==> config.mk <==
export PLATFORM = sky130hd
export DESIGN_NAME = if_id_queue
export DESIGN_NICKNAME = d
export VERILOG_FILES = /design/src/rtl/if_id_queue.sv
export SDC_FILE = /design/constraint.sdc
export NUM_CORES = 1
export LEC_CHECK = 0
export CAP_MARGIN = 25
export CORE_AREA = 3 3 197 199
export CTS_BUF_LIST = sky130_fd_sc_hd__clkbuf_16
export CTS_CLUSTER_DIAMETER = 120
export CTS_CLUSTER_SIZE = 16
export DETAILED_ROUTE_END_ITERATION = 12
export DIE_AREA = 0 0 200 202
export GPL_TIMING_DRIVEN = 0
export HOLD_SLACK_MARGIN = 0.06
export PLACE_DENSITY_LB_ADDON = 0.1
export SLEW_MARGIN = 20
export SYNTH_ARGS = -nofsm -noshare
export SYNTH_HDL_FRONTEND = slang
export SYNTH_SLANG_ARGS = --single-unit
==> constraint.sdc <==
create_clock -name clk -period 12 [get_ports clk]
set_clock_uncertainty 0.15 [all_clocks]
set_input_delay 1.2 -clock clk [delete_from_list [all_inputs] [get_ports clk]]
set_output_delay 1.2 -clock clk [all_outputs]
set_load 0.01 [all_outputs]
==> src/rtl/if_id_queue.sv <==
// if_id_queue: in-order instruction queue that decouples the IF stage from the ID stage.
// A flush or a taken branch (br_cancel) discards every buffered packet.
// Build option: define IF_ID_QUEUE_BYPASS_EN to forward IF straight to ID when the queue is empty.
module if_id_queue #(
  parameter int unsigned DEPTH = 4,
  parameter int unsigned WIDTH = 112
) (
  input  logic                         clk,
  input  logic                         reset,
  input  logic                         if_to_q_valid,
  input  logic [WIDTH-1:0]             if_to_q_bus,
  output logic                         q_allowin,
  output logic                         q_to_id_valid,
  output logic [WIDTH-1:0]             q_to_id_bus,
  input  logic                         id_allowin,
  input  logic                         flush,
  input  logic                         br_cancel,
  output logic [$clog2(DEPTH+1)-1:0]   q_count
);

  localparam int unsigned AW = $clog2(DEPTH);
  localparam int unsigned CW = $clog2(DEPTH + 1);

  logic [WIDTH-1:0] mem [DEPTH];
  logic [AW-1:0]    rptr;
  logic [AW-1:0]    wptr;
  logic [CW-1:0]    count;

  logic cancel;
  logic push;
  logic pop;
  logic pop_mem;
  logic bypass;

  // Handshake and head selection; a full queue refuses input even when ID pops.
  always_comb begin
    cancel    = flush | br_cancel;
    q_allowin = ~reset & (count != CW'(DEPTH));
`ifdef IF_ID_QUEUE_BYPASS_EN
    bypass        = ~reset & (count == CW'(0)) & if_to_q_valid & ~cancel;
    q_to_id_valid = ((count != CW'(0)) | bypass) & ~cancel;
    q_to_id_bus   = bypass ? if_to_q_bus : mem[rptr];
    pop           = q_to_id_valid & id_allowin;
    // A bypassed packet consumed by ID this cycle never enters storage.
    pop_mem       = pop & ~bypass;
    push          = if_to_q_valid & q_allowin & ~cancel & ~(bypass & id_allowin);
`else
    bypass        = 1'b0;
    q_to_id_valid = (count != CW'(0)) & ~cancel;
    q_to_id_bus   = mem[rptr];
    pop           = q_to_id_valid & id_allowin;
    pop_mem       = pop;
    push          = if_to_q_valid & q_allowin & ~cancel;
`endif
    q_count = count;
  end

  // Packet storage; contents are never cleared, only pointers are.
  always_ff @(posedge clk) begin
    if (push) begin
      mem[wptr] <= if_to_q_bus;
    end
  end

  // Pointer and occupancy update; cancel empties the queue at the next edge.
  always_ff @(posedge clk or posedge reset) begin
    if (reset) begin
      rptr  <= AW'(0);
      wptr  <= AW'(0);
      count <= CW'(0);
    end else if (cancel) begin
      rptr  <= AW'(0);
      wptr  <= AW'(0);
      count <= CW'(0);
    end else begin
      if (push) begin
        wptr <= wptr + AW'(1);
      end
      if (pop_mem) begin
        rptr <= rptr + AW'(1);
      end
      if (push & ~pop_mem) begin
        count <= count + CW'(1);
      end else if (~push & pop_mem) begin
        count <= count - CW'(1);
      end
    end
  end

endmodule

==> flow_metrics.env <==
export IMPL_drc=0
export IMPL_synth_compound_area_share_pct=0.0826
export IMPL_firstDrtPassIters=5
export IMPL_hold_worst_slack_ps=439
export IMPL_p_leak_nw=6.49
export IMPL_cts_sinks=455
export IMPL_cp_slowest_cell="clkdlybuf4s50_1"
export IMPL_startpoint_type="input port"
export IMPL_clock_latency_ps=530
export IMPL_cts_resized=0
export IMPL_critPathCaptureType="output pin"
export IMPL_num_vias=7465
export IMPL_antenna_found_initial=1
export IMPL_finalHoldViolCount=0
export IMPL_fin_nets=1040
export IMPL_period_share_pct=35.6
export IMPL_ys_types=31
export IMPL_overflow=0
export IMPL_synth_fa_ha_area_share_pct=0.421
export IMPL_synth_top_family_by_area="multiplexers"
export IMPL_worstPathRequired_ps=10650
export IMPL_drive_above_1_share_pct=20.8
export IMPL_first_global_vias=8185
export IMPL_die_y_um=202
export IMPL_rows=71
export IMPL_yosysTopAreaCell="edfxtp_1"
export IMPL_setup_viol=0
export IMPL_initial_core_util_pct=44.5
export IMPL_detail_route_antenna_nets=0
export IMPL_synth_top_area_share_pct=80.8
export IMPL_port_buffers=234
export IMPL_wire_per_inst_um=22.5
export IMPL_worst_pin_slew_ps=821
export IMPL_cap_violations=0
export IMPL_dp_hpwl_um=20500
export IMPL_yosys_register_bits=455
export IMPL_dieWidth_um=200
export IMPL_syn_area_per_cell_um2=26.1
export IMPL_finalSetupTns_ps=0
export IMPL_cts_made_buffers=34
export IMPL_path_delay_family="buffers and inverters"
export IMPL_rsz0062_at_grt="no"
export IMPL_wl_um=32400
export IMPL_max_freq_ghz=0.234
export IMPL_yosysWarnings=0
export IMPL_worstPathArrival_ps=2920
export IMPL_postCtsHoldBufs=0
export IMPL_layout_commonest_cell="edfxtp_1"
export IMPL_max_slew_margin_pct=45.3
export IMPL_crit_path_max_incr_delay_ps=540
export IMPL_synth_simple_area_share_pct=1.01
export IMPL_final_cell_mix="edfxtp_1, clkdlybuf4s50_1, mux4_2"
export IMPL_fp_dieArea_mm2=0.0404
export IMPL_drv_slew=0
export IMPL_syn_area_mm2=0.0167
export IMPL_power_mw=2.92
export IMPL_synth_cells=638
export IMPL_post_cts_buffers=0
export IMPL_ys_seq_area_share_pct=81.8
export IMPL_core_region_area_mm2=0.0374
export IMPL_synthesis_nets=761
export IMPL_initialDrtViolationCount=390
export IMPL_crit_top_cell="clkdlybuf4s50_1"
export IMPL_grt_max_degree=45
export IMPL_crit_chain="clkdlybuf4s50_1 -> nor2_2 -> buf_4 -> and2_2 -> clkdlybuf4s50_1"
export IMPL_syn_to_final_growth_pct=25.3
export IMPL_grt_usage_pct=16.4
export IMPL_cts_buffer_depth=3
export IMPL_cts_tree="done"
export IMPL_cp_buffers_inverters=3
export IMPL_synth_top_cells_by_area="edfxtp_1, mux4_2, dfrtp_1"
export IMPL_dp_cells=1392
export IMPL_viasPerCell=5.18
export IMPL_finalNonFillerCells=1442
export IMPL_grt_pass1_wl_um=49200
export IMPL_synth_area_mux_share_pct=15.4
export IMPL_finalCoreUtilization_pct=55.8
export IMPL_path_clk_slew_ps=70
export IMPL_root_buffer="clkbuf_16"
export IMPL_synth_xor_area_share_pct=0.203
export IMPL_crit_fanout=10
export IMPL_pwr_density_cell_mw_per_mm2=140
export IMPL_place_congestion=0.747
export IMPL_status="finished, final reports clean"
export IMPL_h_tree_depth=2
export IMPL_path_class="in2out"
export IMPL_hold_class="reg2reg"
export IMPL_irDropWorstVdd_mv=0.143
export IMPL_period_minus_slack_ps=4270
export IMPL_ios=235
==> state kept, by name, summed over array words and instances (netlist names) <==
signal	count
mem	448
q_count	3
rptr	2
wptr	2
==> synthesized netlist by cell type (all sizes together) <==
cell	number
inv	5
o2bb2ai	1
mux2i	4
xor2	2
and2	1
buf	22
or3	3
o21ai	1
dfrtp	7
nor3	3
nor2	2
clkbuf	5
edfxtp	448
fa	1
nor4b	1
ha	4
nand4	2
nand2	4
xnor2	1
mux4	112
nand3	2
nor3b	2
and3	5
==> path summary, 6_finish.rpt <==
kind                            start             to  slack, ps  depth (start not counted)
max                         br_cancel  q_to_id_valid       7730                          5
min                        q_count[2]     q_count[2]        440                          2
max reg2reg                q_count[2]     mem[3][58]       9430                          5
min reg2reg                q_count[2]     q_count[2]        440                          2
max in group asynchronous       reset     q_count[2]      10560                          2
min in group asynchronous       reset     q_count[1]        910                          2
==> worst min-delay path: cells and delay by family, from the launching register on <==
| family | cells | cell delay (ps) |
|---|---|---|
| AND/OR/NAND/NOR | 1 | 70 |
| multiplexers | 1 | 60 |
| flip-flops | 1 | 410 |
==> power by group <==
group          switching, mW  total [mW]  internal, mW
combinational         0.0509       0.124        0.0728
sequential           0.00254        1.76          1.75
clock                  0.495        1.05         0.550
==> through the flow <==
step / instance area (um^2) / setup slack [ps]
global route: 20900 / 7610
global placement: 19600 / 4500
detailed placement: 19900 / 7730
floorplan: 16700 / 7110
finish: 20900 / 7730
CTS: 20900 / 7720
==> cell type report <==
class                           count  area [um^2]
Sequential cell                   455        13600
Buffer                             27          165
Inverter                            5         18.8
Tap cell                          511          639
Clock inverter                     12         52.6
Timing Repair Buffer              243         2570
Fill cell                        2761        16500
Multi-Input combinational cell    151         2870
Antenna cell                        1         2.50
Clock buffer                       37          926
==> kinds of logic after synthesis <==
family	count (synthesis)
flip-flops	455
AO/OA/AOI/OAI	2
AND/OR/NAND/NOR	25
buffers and inverters	32
adder cells (fa/ha/maj)	5
XOR/XNOR	3
multiplexers	116
==> per-layer routing <==
layer	vias to the layer above	routed length, um	part of all wire (%)	global-route usage (%)
met5	-	20	0.062	0
met3	51	1900	5.9	4.02
met4	2	716	2.2	5.03
met2	181	16900	52	28.1
li1	3301	-	-	-
met1	3930	12900	40	20.8
(Power assumes the default switching activity.)
